`src/rtl/instruction_prefetch_unit_pkg.sv`:
```
// Shared types for the instruction prefetch unit: queue entry layout and request FSM states.
package instruction_prefetch_unit_pkg;

  typedef logic [31:0] uint32_t;

  typedef struct packed {
    uint32_t pc;
    uint32_t insn;
  } prefetch_entry_t;

  localparam int unsigned FETCH_STEP = 4;

  typedef enum logic {
    REQ_IDLE,
    REQ_WAIT
  } prefetch_req_state_t;

endpackage

```
`src/rtl/prefetch_fifo.sv`:
```
// Synchronous show-ahead FIFO of prefetched {pc, insn} entries; clear beats push/pop.
module prefetch_fifo
  import instruction_prefetch_unit_pkg::*;
#(
  parameter int unsigned DEPTH_LOG2 = 2
) (
  input  logic                clk,
  input  logic                rst,
  input  logic                push,
  input  prefetch_entry_t     push_data,
  input  logic                pop,
  input  logic                clear,
  output prefetch_entry_t     head_c,
  output logic [DEPTH_LOG2:0] count
);

  localparam int unsigned DEPTH = 2 ** DEPTH_LOG2;
  localparam int unsigned PW    = DEPTH_LOG2;
  localparam int unsigned CW    = DEPTH_LOG2 + 1;

  prefetch_entry_t mem [DEPTH];
  logic [PW-1:0]   wr_ptr;
  logic [PW-1:0]   rd_ptr;
  logic            do_push;
  logic            do_pop;

  assign do_pop  = pop && (count != '0);
  assign do_push = push && ((32'(count) < DEPTH) || do_pop);
  assign head_c  = mem[rd_ptr];

  always_ff @(posedge clk or negedge rst) begin
    if (!rst) begin
      wr_ptr <= '0;
      rd_ptr <= '0;
      count  <= '0;
    end else if (clear) begin
      wr_ptr <= '0;
      rd_ptr <= '0;
      count  <= '0;
    end else begin
      if (do_push) wr_ptr <= wr_ptr + PW'(1);
      if (do_pop)  rd_ptr <= rd_ptr + PW'(1);
      case ({do_push, do_pop})
        2'b10:   count <= count + CW'(1);
        2'b01:   count <= count - CW'(1);
        default: count <= count;
      endcase
    end
  end

  // Storage needs no reset; entries are only observed through count.
  always_ff @(posedge clk) begin
    if (do_push && !clear) mem[wr_ptr] <= push_data;
  end

endmodule

```
`src/rtl/instruction_prefetch_unit.sv`:
```
// Instruction prefetcher: issues in-order Avalon-MM reads ahead of the decoder and queues
// the returned words with their fetch address; redirect flushes and drops in-flight data.
module instruction_prefetch_unit
  import instruction_prefetch_unit_pkg::*;
#(
  parameter int unsigned DEPTH_LOG2      = 2,
  parameter int unsigned MAX_OUTSTANDING = 2,
  parameter logic [31:0] RESET_PC        = 32'h0000_0000
) (
  input  logic                clk,
  input  logic                rst,
  input  logic                redirect,
  input  logic [31:0]         redirect_pc,
  input  logic                consume,
  output logic                ir_valid,
  output logic [31:0]         ir,
  output logic [31:0]         ir_pc,
  output logic [DEPTH_LOG2:0] occupancy,
  output logic [31:0]         avm_address,
  output logic                avm_read,
  input  logic                avm_waitrequest,
  input  logic                avm_readdatavalid,
  input  logic [31:0]         avm_readdata
);

  localparam int unsigned DEPTH = 2 ** DEPTH_LOG2;
  localparam int unsigned OW    = $clog2(MAX_OUTSTANDING + 1);
  localparam int unsigned TW    = (MAX_OUTSTANDING > 1) ? $clog2(MAX_OUTSTANDING) : 1;

  prefetch_req_state_t state, state_next;
  logic [31:0]         fetch_pc, fetch_pc_next, addr_next;
  logic [OW-1:0]       outstanding, outstanding_next;
  logic [OW-1:0]       drop_cnt, drop_next;
  logic                stale, stale_next;
  logic                accept, push, pop, may_issue;
  int unsigned         occ_after, out_after;
  logic [31:0]         tag_mem [MAX_OUTSTANDING];
  logic [TW-1:0]       tag_wr, tag_rd;
  prefetch_entry_t     head_c, push_data;

  function automatic logic [TW-1:0] tag_inc(input logic [TW-1:0] p);
    return (32'(p) == MAX_OUTSTANDING - 1) ? '0 : p + TW'(1);
  endfunction

  assign accept    = avm_read && !avm_waitrequest;
  assign push      = avm_readdatavalid && (drop_cnt == '0) && !redirect;
  assign pop       = consume && ir_valid && !redirect;
  assign push_data = '{pc: tag_mem[tag_rd], insn: avm_readdata};

  prefetch_fifo #(
    .DEPTH_LOG2(DEPTH_LOG2)
  ) u_fifo (
    .clk      (clk),
    .rst      (rst),
    .push     (push),
    .push_data(push_data),
    .pop      (pop),
    .clear    (redirect),
    .head_c   (head_c),
    .count    (occupancy)
  );

  assign ir_valid = (occupancy != '0);
  assign ir       = ir_valid ? head_c.insn : 32'h0;
  assign ir_pc    = ir_valid ? head_c.pc   : 32'h0;

  // Request addresses in flight, popped in order as responses return.
  always_ff @(posedge clk) begin
    if (accept) tag_mem[tag_wr] <= avm_address;
  end

  always_ff @(posedge clk or negedge rst) begin
    if (!rst) begin
      tag_wr <= '0;
      tag_rd <= '0;
    end else begin
      if (accept)            tag_wr <= tag_inc(tag_wr);
      if (avm_readdatavalid) tag_rd <= tag_inc(tag_rd);
    end
  end

  always_ff @(posedge clk or negedge rst) begin
    if (!rst) begin
      state       <= REQ_IDLE;
      avm_read    <= 1'b0;
      avm_address <= RESET_PC;
      fetch_pc    <= RESET_PC;
      outstanding <= '0;
      drop_cnt    <= '0;
      stale       <= 1'b0;
    end else begin
      state       <= state_next;
      avm_read    <= (state_next == REQ_WAIT);
      avm_address <= addr_next;
      fetch_pc    <= fetch_pc_next;
      outstanding <= outstanding_next;
      drop_cnt    <= drop_next;
      stale       <= stale_next;
    end
  end

  // Credit check uses post-edge occupancy/outstanding; a request held across a redirect
  // is marked stale so its response is dropped and fetch_pc is not advanced by it.
  always_comb begin
    state_next    = state;
    fetch_pc_next = fetch_pc;
    addr_next     = avm_address;
    drop_next     = drop_cnt;
    stale_next    = stale;

    occ_after        = redirect ? 32'd0 : 32'(occupancy) + 32'(push) - 32'(pop);
    out_after        = 32'(outstanding) + 32'(accept) - 32'(avm_readdatavalid);
    outstanding_next = OW'(out_after);
    may_issue        = !redirect && ((occ_after + out_after) < DEPTH)
                       && (out_after < MAX_OUTSTANDING);

    if (accept) begin
      stale_next = 1'b0;
      if (!stale) fetch_pc_next = fetch_pc + FETCH_STEP;
    end

    if (redirect) begin
      fetch_pc_next = redirect_pc & 32'hFFFF_FFFC;
      drop_next     = OW'(out_after);
      stale_next    = (state == REQ_WAIT) && !accept;
    end else begin
      if (avm_readdatavalid && (drop_cnt != '0)) drop_next = drop_cnt - OW'(1);
      if (accept && stale)                       drop_next = drop_next + OW'(1);
    end

    case (state)
      REQ_IDLE: begin
        if (may_issue) begin
          state_next = REQ_WAIT;
          addr_next  = fetch_pc_next;
        end
      end
      REQ_WAIT: begin
        if (accept) begin
          if (may_issue) addr_next  = fetch_pc_next;
          else           state_next = REQ_IDLE;
        end
      end
      default: state_next = REQ_IDLE;
    endcase
  end

endmodule

```
`config.mk`:
```
export PLATFORM = sky130hd
export DESIGN_NAME = instruction_prefetch_unit
export DESIGN_NICKNAME = d
export VERILOG_FILES = /design/src/rtl/instruction_prefetch_unit_pkg.sv /design/src/rtl/prefetch_fifo.sv /design/src/rtl/instruction_prefetch_unit.sv
export SDC_FILE = /design/constraint.sdc
export NUM_CORES = 1
export LEC_CHECK = 0
export CAP_MARGIN = 5
export CORE_AREA = 2 2 236 238
export CTS_BUF_LIST = sky130_fd_sc_hd__clkbuf_8
export DETAILED_ROUTE_END_ITERATION = 6
export DIE_AREA = 0 0 238 240
export GPL_TIMING_DRIVEN = 1
export SLEW_MARGIN = 20
export SYNTH_ARGS = -nofsm -noshare
export SYNTH_HDL_FRONTEND = slang
export SYNTH_SLANG_ARGS = --single-unit
```
`constraint.sdc`:
```
create_clock -name clk -period 6.7 [get_ports clk]
set_input_delay 0.67 -clock clk [delete_from_list [all_inputs] [get_ports clk]]
set_output_delay 0.67 -clock clk [all_outputs]
set_load 0.05 [all_outputs]
```
==> results of run 1 <==
kinds of logic (layout without fill, tap and decap cells):
logic type | after synthesis | after routing | share of synthesized area
AO/OA/AOI/OAI | 62 | 62 | 0.02550
XOR/XNOR | 30 | 30 | 0.01643
adder cells (fa/ha/maj) | 38 | 38 | 0.03628
buffers and inverters | 84 | 357 | 0.02015
flip-flops | 399 | 399 | 0.6885
multiplexers | 141 | 141 | 0.1404
other | 0 | 1 | 0
AND/OR/NAND/NOR | 205 | 205 | 0.07271
where the power goes:
part	switching [mW]	internal [mW]	leakage [nW]
Combinational	1.70	1.05	2.77
Sequential	0.105	2.82	3.87
Clock	0.994	1.15	0.753
area by class of cell:
| class | count | area, µm² |
|---|---|---|
| diodes | 1 | 2.502 |
| clock inverters | 51 | 312.8 |
| multi-input cells | 476 | 4923 |
| well taps | 704 | 880.8 |
| clock buffers | 74 | 1018 |
| repair buffers | 191 | 1853 |
| inverters | 41 | 153.9 |
| fillers | 5140 | 33920 |
| flip-flops and latches | 399 | 11590 |
through the flow:
| step | cell area, µm² | hold WS [ns] |
|---|---|---|
| after detailed placement | 19390 | 0.4660 |
| after global placement | 19390 | 0.4582 |
| final | 20740 | 0.4704 |
| after CTS | 20730 | 0.4771 |
| after global routing | 20740 | 0.5068 |
| after floorplan | 16830 | 0.3744 |
synthesized netlist by cell type (2+ instances only):
| master | n | share of area |
|---|---|---|
| a21oi_1 | 18 | 0.0054 |
| nor2_1 | 23 | 0.0051 |
| mux4_2 | 64 | 0.086 |
| xnor2_1 | 8 | 0.0042 |
| mux2_2 | 49 | 0.033 |
| o21ai_0 | 13 | 0.0039 |
| dfrtp_1 | 79 | 0.12 |
| buf_2 | 7 | 0.0021 |
| edfxtp_1 | 320 | 0.57 |
| nand2_1 | 30 | 0.0067 |
| mux2i_1 | 10 | 0.0059 |
| and4_1 | 4 | 0.0021 |
| and2_1 | 74 | 0.028 |
| and3_1 | 4 | 0.0015 |
| nand4_1 | 12 | 0.0045 |
| inv_1 | 41 | 0.0091 |
| mux2_4 | 18 | 0.016 |
| nor2b_1 | 6 | 0.0022 |
| nor3_1 | 12 | 0.0036 |
| xor2_1 | 21 | 0.011 |
| o21a_1 | 4 | 0.0018 |
| a31oi_1 | 2 | 0.00074 |
| nor4_1 | 7 | 0.0026 |
| clkbuf_1 | 27 | 0.0060 |
| nand3_1 | 11 | 0.0033 |
| buf_6 | 2 | 0.0013 |
| a21o_1 | 4 | 0.0018 |
| nor4_4 | 2 | 0.0025 |
| ha_1 | 20 | 0.015 |
| o31a_1 | 9 | 0.0047 |
| nand2b_1 | 2 | 0.00074 |
| buf_1 | 7 | 0.0016 |
| nor4b_1 | 2 | 0.0010 |
| nand4b_1 | 4 | 0.0021 |
| a41o_1 | 5 | 0.0030 |
| or3_1 | 2 | 0.00074 |
| fa_1 | 18 | 0.021 |
per-layer routing:
| metal | track usage | vias up | part of all wire |
|---|---|---|---|
| met3 | 0.02710 | 69 | 0.044 |
| met2 | 0.2214 | 208 | 0.48 |
| met5 | 0 | - | 0 |
| li1 | - | 4104 | - |
| met1 | 0.1839 | 4562 | 0.45 |
| met4 | 0.05473 | 0 | 0.024 |
flip-flops by register name (all words and copies together) (netlist names):
| register | cells |
|---|---|
| u_fifo.mem | 256 |
| drop_cnt | 2 |
| avm_address | 32 |
| state | 1 |
| u_fifo.wr_ptr | 2 |
| tag_wr | 1 |
| u_fifo.rd_ptr | 2 |
| outstanding | 2 |
| tag_rd | 1 |
| u_fifo.count | 3 |
| tag_mem | 64 |
| stale | 1 |
| fetch_pc | 32 |
worst reg2reg max path, stage by stage, from the launching register on:
cell     delay [ns]
dfrtp_1        0.46
or3_2          0.51
nand2_1        0.14
nor2_1         0.07
ha_1           0.27
inv_1          0.04
ha_1           0.22
fa_1           0.42
nor2b_1        0.14
ha_1           0.29
and4b_1        0.20
or2_1          0.17
a21o_1         0.13
a21o_1         0.27
inv_1          0.13
fa_1           0.40
fa_1           0.37
or4b_4         0.55
nor4_4         0.30
nand4_4        0.12
buf_4          0.33
mux2_4         0.38
repair_timing:
action,CTS,global route
hold buffers,1,0
endpoints found under the hold margin,37,0
buffers inserted,0,0
final timing paths:
path                                 start          endpoint  slack (ns)  depth (start not counted)
max                        u_fifo.count[2]   avm_address[13]        0.66                         21
min                                 tag_rd            tag_rd        0.47                          1
max reg2reg                u_fifo.count[2]   avm_address[13]        0.66                         21
min reg2reg                         tag_rd            tag_rd        0.47                          1
max in group asynchronous              rst  u_fifo.rd_ptr[1]        5.16                          3
min in group asynchronous              rst      fetch_pc[13]        0.56                          2
cells in the final DEF (no fill, tap or decap), types with 8 or more instances in the layout:
master,count
nor2_1,22
nand2_1,30
and2_1,69
nand3_1,11
mux4_2,64
xnor2_1,8
clkinv_1,16
buf_4,22
mux2i_1,10
o21ai_0,13
xor2_1,21
edfxtp_1,320
clkdlybuf4s50_1,166
a21oi_1,18
fa_1,18
nor3_1,12
mux2_4,18
dfrtp_1,77
ha_1,20
o31a_1,9
inv_1,62
nand4_1,12
mux2_2,49
clkbuf_8,74
==> results.sh, run 1 <==
export IMPL_outcome="complete, no violations"
export IMPL_crit_fanout=31
export IMPL_path_cells="or3_2 -> nand2_1 -> nor2_1 -> ha_1 -> inv_1 -> ha_1 -> fa_1 -> nor2b_1 -> ha_1 -> and4b_1 -> or2_1 -> a21o_1 -> a21o_1 -> inv_1 -> fa_1 -> fa_1 -> or4b_4 -> nor4_4 -> nand4_4 -> buf_4 -> mux2_4"
export IMPL_top_level_ports=171
export IMPL_syn_area_um2=16830
export IMPL_post_drt_wl_per_cell_um=19.85
export IMPL_fin_skew_ns=0.02884
export IMPL_fin_crit_ns=6.037
export IMPL_dieArea_um2=57120
export IMPL_place_congestion=0.7538
export IMPL_grt_start_max_net_pins=68
export IMPL_numCtsBuffers=70
export IMPL_clk_latency_ns=0.63
export IMPL_syn_nets=1067
export IMPL_nets=1287
export IMPL_slew_viol_final=0
export IMPL_cts_htree_levels=3
export IMPL_ant_nets=0
export IMPL_vdd_ir_drop_worst_v=0.0002633
export IMPL_antenna_found_initial=1
export IMPL_setup_viol=0
export IMPL_rsz0062_at_grt="false"
export IMPL_maxCapViolations=0
export IMPL_die_width_um=238
export IMPL_dr_pass1_iters=4
export IMPL_port_buffers=168
export IMPL_cts_root_buf="clkbuf_8"
export IMPL_grt_pass1_vias=9614
export IMPL_hold_class="flip-flop to flip-flop"
export IMPL_die_h_um=240
export IMPL_track_usage=0.1376
export IMPL_viasPerCell=4.617
export IMPL_cts_buffer_depth=3
export IMPL_synth_seq_area_share=0.6885
export IMPL_grt_ovfl_total=0
export IMPL_coreArea_um2=54660
export IMPL_synthFlopType="edfxtp_1"
export IMPL_area_growth_pct=23.23
export IMPL_fin_crit_sh=0.9010
export IMPL_synth_cells=959
export IMPL_cts_sinks=399
export IMPL_path_delay_family="simple AND/OR/NAND/NOR gates"
export IMPL_cpMaxStageDelayCell="or4b_4"
export IMPL_leakage_nw=7.397
export IMPL_placementRows=86
export IMPL_cp_required_ns=7.21
export IMPL_layout_drive_gt1_share=0.2110
export IMPL_synth_distinct_cells=55
export IMPL_drt_initial_drc_count=488
export IMPL_power_per_cell_area_nw_per_um2=377.1
export IMPL_cpPeakStageDelay_ns=0.55
export IMPL_path_clk_slew_ns=0.06
export IMPL_post_route_util=0.3794
export IMPL_power_total_mw=7.820
export IMPL_finalWorstSetupSlack_ns=0.6632
export IMPL_crit_arrival_ns=6.54
export IMPL_yosys_warnings=0
export IMPL_cts_resized=0
export IMPL_grt_pass1_wl_mm=58.55
export IMPL_ys_seq_elements=399
export IMPL_vias=8943
export IMPL_synth_edff_count=320
export IMPL_cp_end_kind="flip-flop"
export IMPL_fin_cells=1937
export IMPL_cts_tree="done"
export IMPL_tightest_slew_ns=1.072
export IMPL_dp_cells=1810
export IMPL_max_freq_ghz=0.1657
export IMPL_initial_core_util=0.3079
export IMPL_synth_area_per_cell_um2=17.55
export IMPL_dp_final_hpwl_mm=23.23
export IMPL_maxSlewHeadroom=0.2851
export IMPL_critical_path_buf_inv_count=3
export IMPL_post_place_ws_ns=0.3663
export IMPL_tns_ns=0
export IMPL_worstSetupPathType="flip-flop to flip-flop"
export IMPL_routed_wl_mm=38.45
export IMPL_postSynth_asyncResetShare=0.1980
export IMPL_start_kind="flip-flop"
export IMPL_finalHoldViolCount=0
export IMPL_drc=0
(Power assumes the default switching activity.)
==> inputs of run 2 (changes only) <==
SYNTH_HIERARCHICAL = 1   (was not set)
==> run 2 against run 1 <==
Effect of this change:
- clock power barely moved
- synthesized cell count fell by 0.31%
- utilization fell by 0.29 points
- routed wire length rose by 0.47%
- final cell count fell by 0.26%
- clock skew rose by 0.0070 ns
- flip-flop and latch count did not move
- first-iteration DRC count fell by 18%
==> results.sh, run 2 <==
export IMPL_coreArea_um2=54660
export IMPL_regMostFlops="u_fifo/mem"
export IMPL_synth_edff_count=320
export IMPL_grt_pass1_wl_mm=58.50
export IMPL_fin_crit_ns=6.031
export IMPL_max_freq_ghz=0.1658
export IMPL_synth_area_per_cell_um2=17.50
export IMPL_synth_top_area_cell="edfxtp_1"
export IMPL_fin_skew_ns=0.03583
export IMPL_cts_root_buf="clkbuf_8"
export IMPL_post_route_util=0.3765
export IMPL_hold_class="input pin to async pin"
export IMPL_cpPeakStageDelay_ns=0.49
export IMPL_ys_seq_elements=399
export IMPL_largest_reg_flops=256
export IMPL_dp_cells=1804
export IMPL_cts_setup_buffers=0
export IMPL_cts_sinks=399
export IMPL_grtUsageMet3=0.03628
export IMPL_path_clk_slew_ns=0.06
export IMPL_drt_initial_drc_count=401
export IMPL_cp_required_ns=7.19
export IMPL_ant_nets=0
export IMPL_syn_area_um2=16730
export IMPL_syn_nets=1064
export IMPL_numCtsBuffers=71
export IMPL_cts_buffer_depth=3
export IMPL_postSynth_asyncResetShare=0.1980
export IMPL_leakage_nw=7.244
export IMPL_yosysMostFrequentCell="edfxtp_1"
export IMPL_grt_start_max_net_pins=80
export IMPL_post_drt_wl_per_cell_um=20.00
export IMPL_postCtsHoldBufs=0
export IMPL_outcome="complete, no violations"
export IMPL_grt_pass1_vias=9715
export IMPL_dr_pass1_iters=4
export IMPL_synth_cells=956
export IMPL_final_common_cell="edfxtp_1"
export IMPL_drc=0
export IMPL_cp_end_kind="flip-flop"
export IMPL_viasPerCell=4.710
export IMPL_die_h_um=240
export IMPL_layout_drive_gt1_share=0.2199
export IMPL_nets=1281
export IMPL_grt_use_met1=0.1823
export IMPL_reg_top3="u_fifo/mem x256, tag_mem x64"
export IMPL_yosysTopAreaCellShare=0.5744
export IMPL_met2_usage=0.2212
export IMPL_track_usage=0.1385
export IMPL_maxCapViolations=0
export IMPL_worstSetupPathType="flip-flop to flip-flop"
export IMPL_path_cells="buf_4 -> or3_2 -> and3_1 -> ha_1 -> inv_1 -> ha_1 -> fa_1 -> nor2b_1 -> ha_1 -> and4b_1 -> or2_2 -> a21o_1 -> a21o_1 -> a21oi_1 -> fa_1 -> fa_1 -> nor4b_1 -> o2111ai_1 -> nor4_1 -> nand3_2 -> buf_4 -> mux2_2"
export IMPL_rsz0062_at_grt="false"
export IMPL_postPlaceCellArea_um2=19240
export IMPL_vdd_ir_drop_worst_v=0.0001102
export IMPL_antenna_found_initial=1
export IMPL_dp_final_hpwl_mm=23.70
export IMPL_layout_common_cells="edfxtp_1, clkdlybuf4s50_1, clkbuf_8"
export IMPL_synth_seq_area_share=0.6925
export IMPL_slew_viol_final=0
export IMPL_place_congestion=0.7381
export IMPL_start_kind="flip-flop"
export IMPL_final_area_um2=20580
export IMPL_vias=9100
export IMPL_crit_arrival_ns=6.52
export IMPL_dieArea_um2=57120
export IMPL_crit_fanout=32
export IMPL_tns_ns=0
export IMPL_tightest_slew_ns=1.016
export IMPL_fillers=5092
export IMPL_synth_distinct_cells=59
export IMPL_maxSlewHeadroom=0.3227
export IMPL_synth_common_cells="edfxtp_1, dfrtp_1, and2_1"
export IMPL_port_buffers=168
export IMPL_cts_htree_levels=3
export IMPL_cts_resized=0
export IMPL_fin_cells=1932
export IMPL_area_growth_pct=23.03
export IMPL_clk_latency_ns=0.64
export IMPL_cpMaxStageDelayCell="or3_2"
export IMPL_placementRows=86
export IMPL_routed_wl_mm=38.63
export IMPL_setup_viol=0
export IMPL_cts_tree="done"
export IMPL_initial_core_util=0.3061
export IMPL_grt_ovfl_total=0
export IMPL_power_per_cell_area_nw_per_um2=286.2
export IMPL_diodes=0
export IMPL_fin_crit_sh=0.9001
export IMPL_synthTopCellsByArea="edfxtp_1, dfrtp_1, mux4_2, mux2_2, and2_1"
export IMPL_top_level_ports=171
export IMPL_finalHoldViolCount=0
export IMPL_synthFlopType="edfxtp_1"
export IMPL_die_width_um=238
export IMPL_yosys_warnings=6
export IMPL_gr_max_usage_layer="met2"
## run 2: layer usage
layer | wire, µm | share of wire | up-vias
met3 | 2353 | 0.061 | 46
li1 | - | - | 4130
met4 | 723 | 0.019 | 0
met2 | 18300 | 0.47 | 242
met5 | 0 | 0 | -
met1 | 17260 | 0.45 | 4682
## run 2: final cells by class
cell class	count	area [µm²]	area share
Clock inverter	50	261.5	0.01271
Multi-Input combinational cell	482	4821	0.2342
Tap cell	704	880.8	0.04280
Timing Repair Buffer	190	1843	0.08954
Clock buffer	78	1074	0.05216
Inverter	29	108.9	0.005289
Sequential cell	399	11590	0.5633
## run 2: power by group
group          internal (mW)  switching [mW]
Sequential              2.81          0.0823
Clock                   1.12           0.992
Combinational          0.353           0.530
Total                   4.29            1.60
## run 2: stage by stage
step / hold slack [ns] / setup WS [ns] / power [mW]
after floorplan: 0.3744 / 0.001376 / 3.503
after global placement: 0.4769 / 0.3556 / 3.821
final: 0.04985 / 0.6693 / 5.890
after CTS: 0.2042 / 0.6010 / 5.997
after detailed placement: 0.4836 / 0.2754 / 3.847
after global routing: 0.1065 / 0.3615 / 6.174
## run 2: worst max-delay path, delay by kind of cell (launching register included)
kind | cells | cell delay, ns
compound gates | 4 | 0.70
simple gates | 8 | 1.97
flops | 1 | 0.35
fa+ha+maj | 6 | 1.98
mux | 1 | 0.33
buf+inv | 3 | 0.51
## run 2: logic make-up (layout without fill, tap and decap cells)
| family | Yosys count | after routing | share of synthesized area |
|---|---|---|---|
| flip-flops | 399 | 399 | 0.6925 |
| AND/OR/NAND/NOR | 205 | 205 | 0.07255 |
| multiplexers | 136 | 136 | 0.1343 |
| adder cells (fa/ha/maj) | 38 | 38 | 0.03650 |
| XOR/XNOR | 22 | 22 | 0.01234 |
| AO/OA/AOI/OAI | 81 | 81 | 0.03074 |
| buffers and inverters | 75 | 347 | 0.02102 |
## run 2: path summary, 6_finish.rpt
check                           startpoint          endpoint  slack, ns  cells past startpoint
setup / recovery           u_fifo/count[1]    avm_address[6]       0.67                     22
hold / removal                         rst   u_fifo/count[0]       0.05                      1
setup reg to reg           u_fifo/count[1]    avm_address[6]       0.67                     22
hold reg to reg            avm_address[31]    tag_mem[0][31]       0.49                      0
max in group asynchronous              rst  u_fifo/rd_ptr[1]       6.02                      1
min in group clk           avm_address[31]    tag_mem[0][31]       0.49                      0
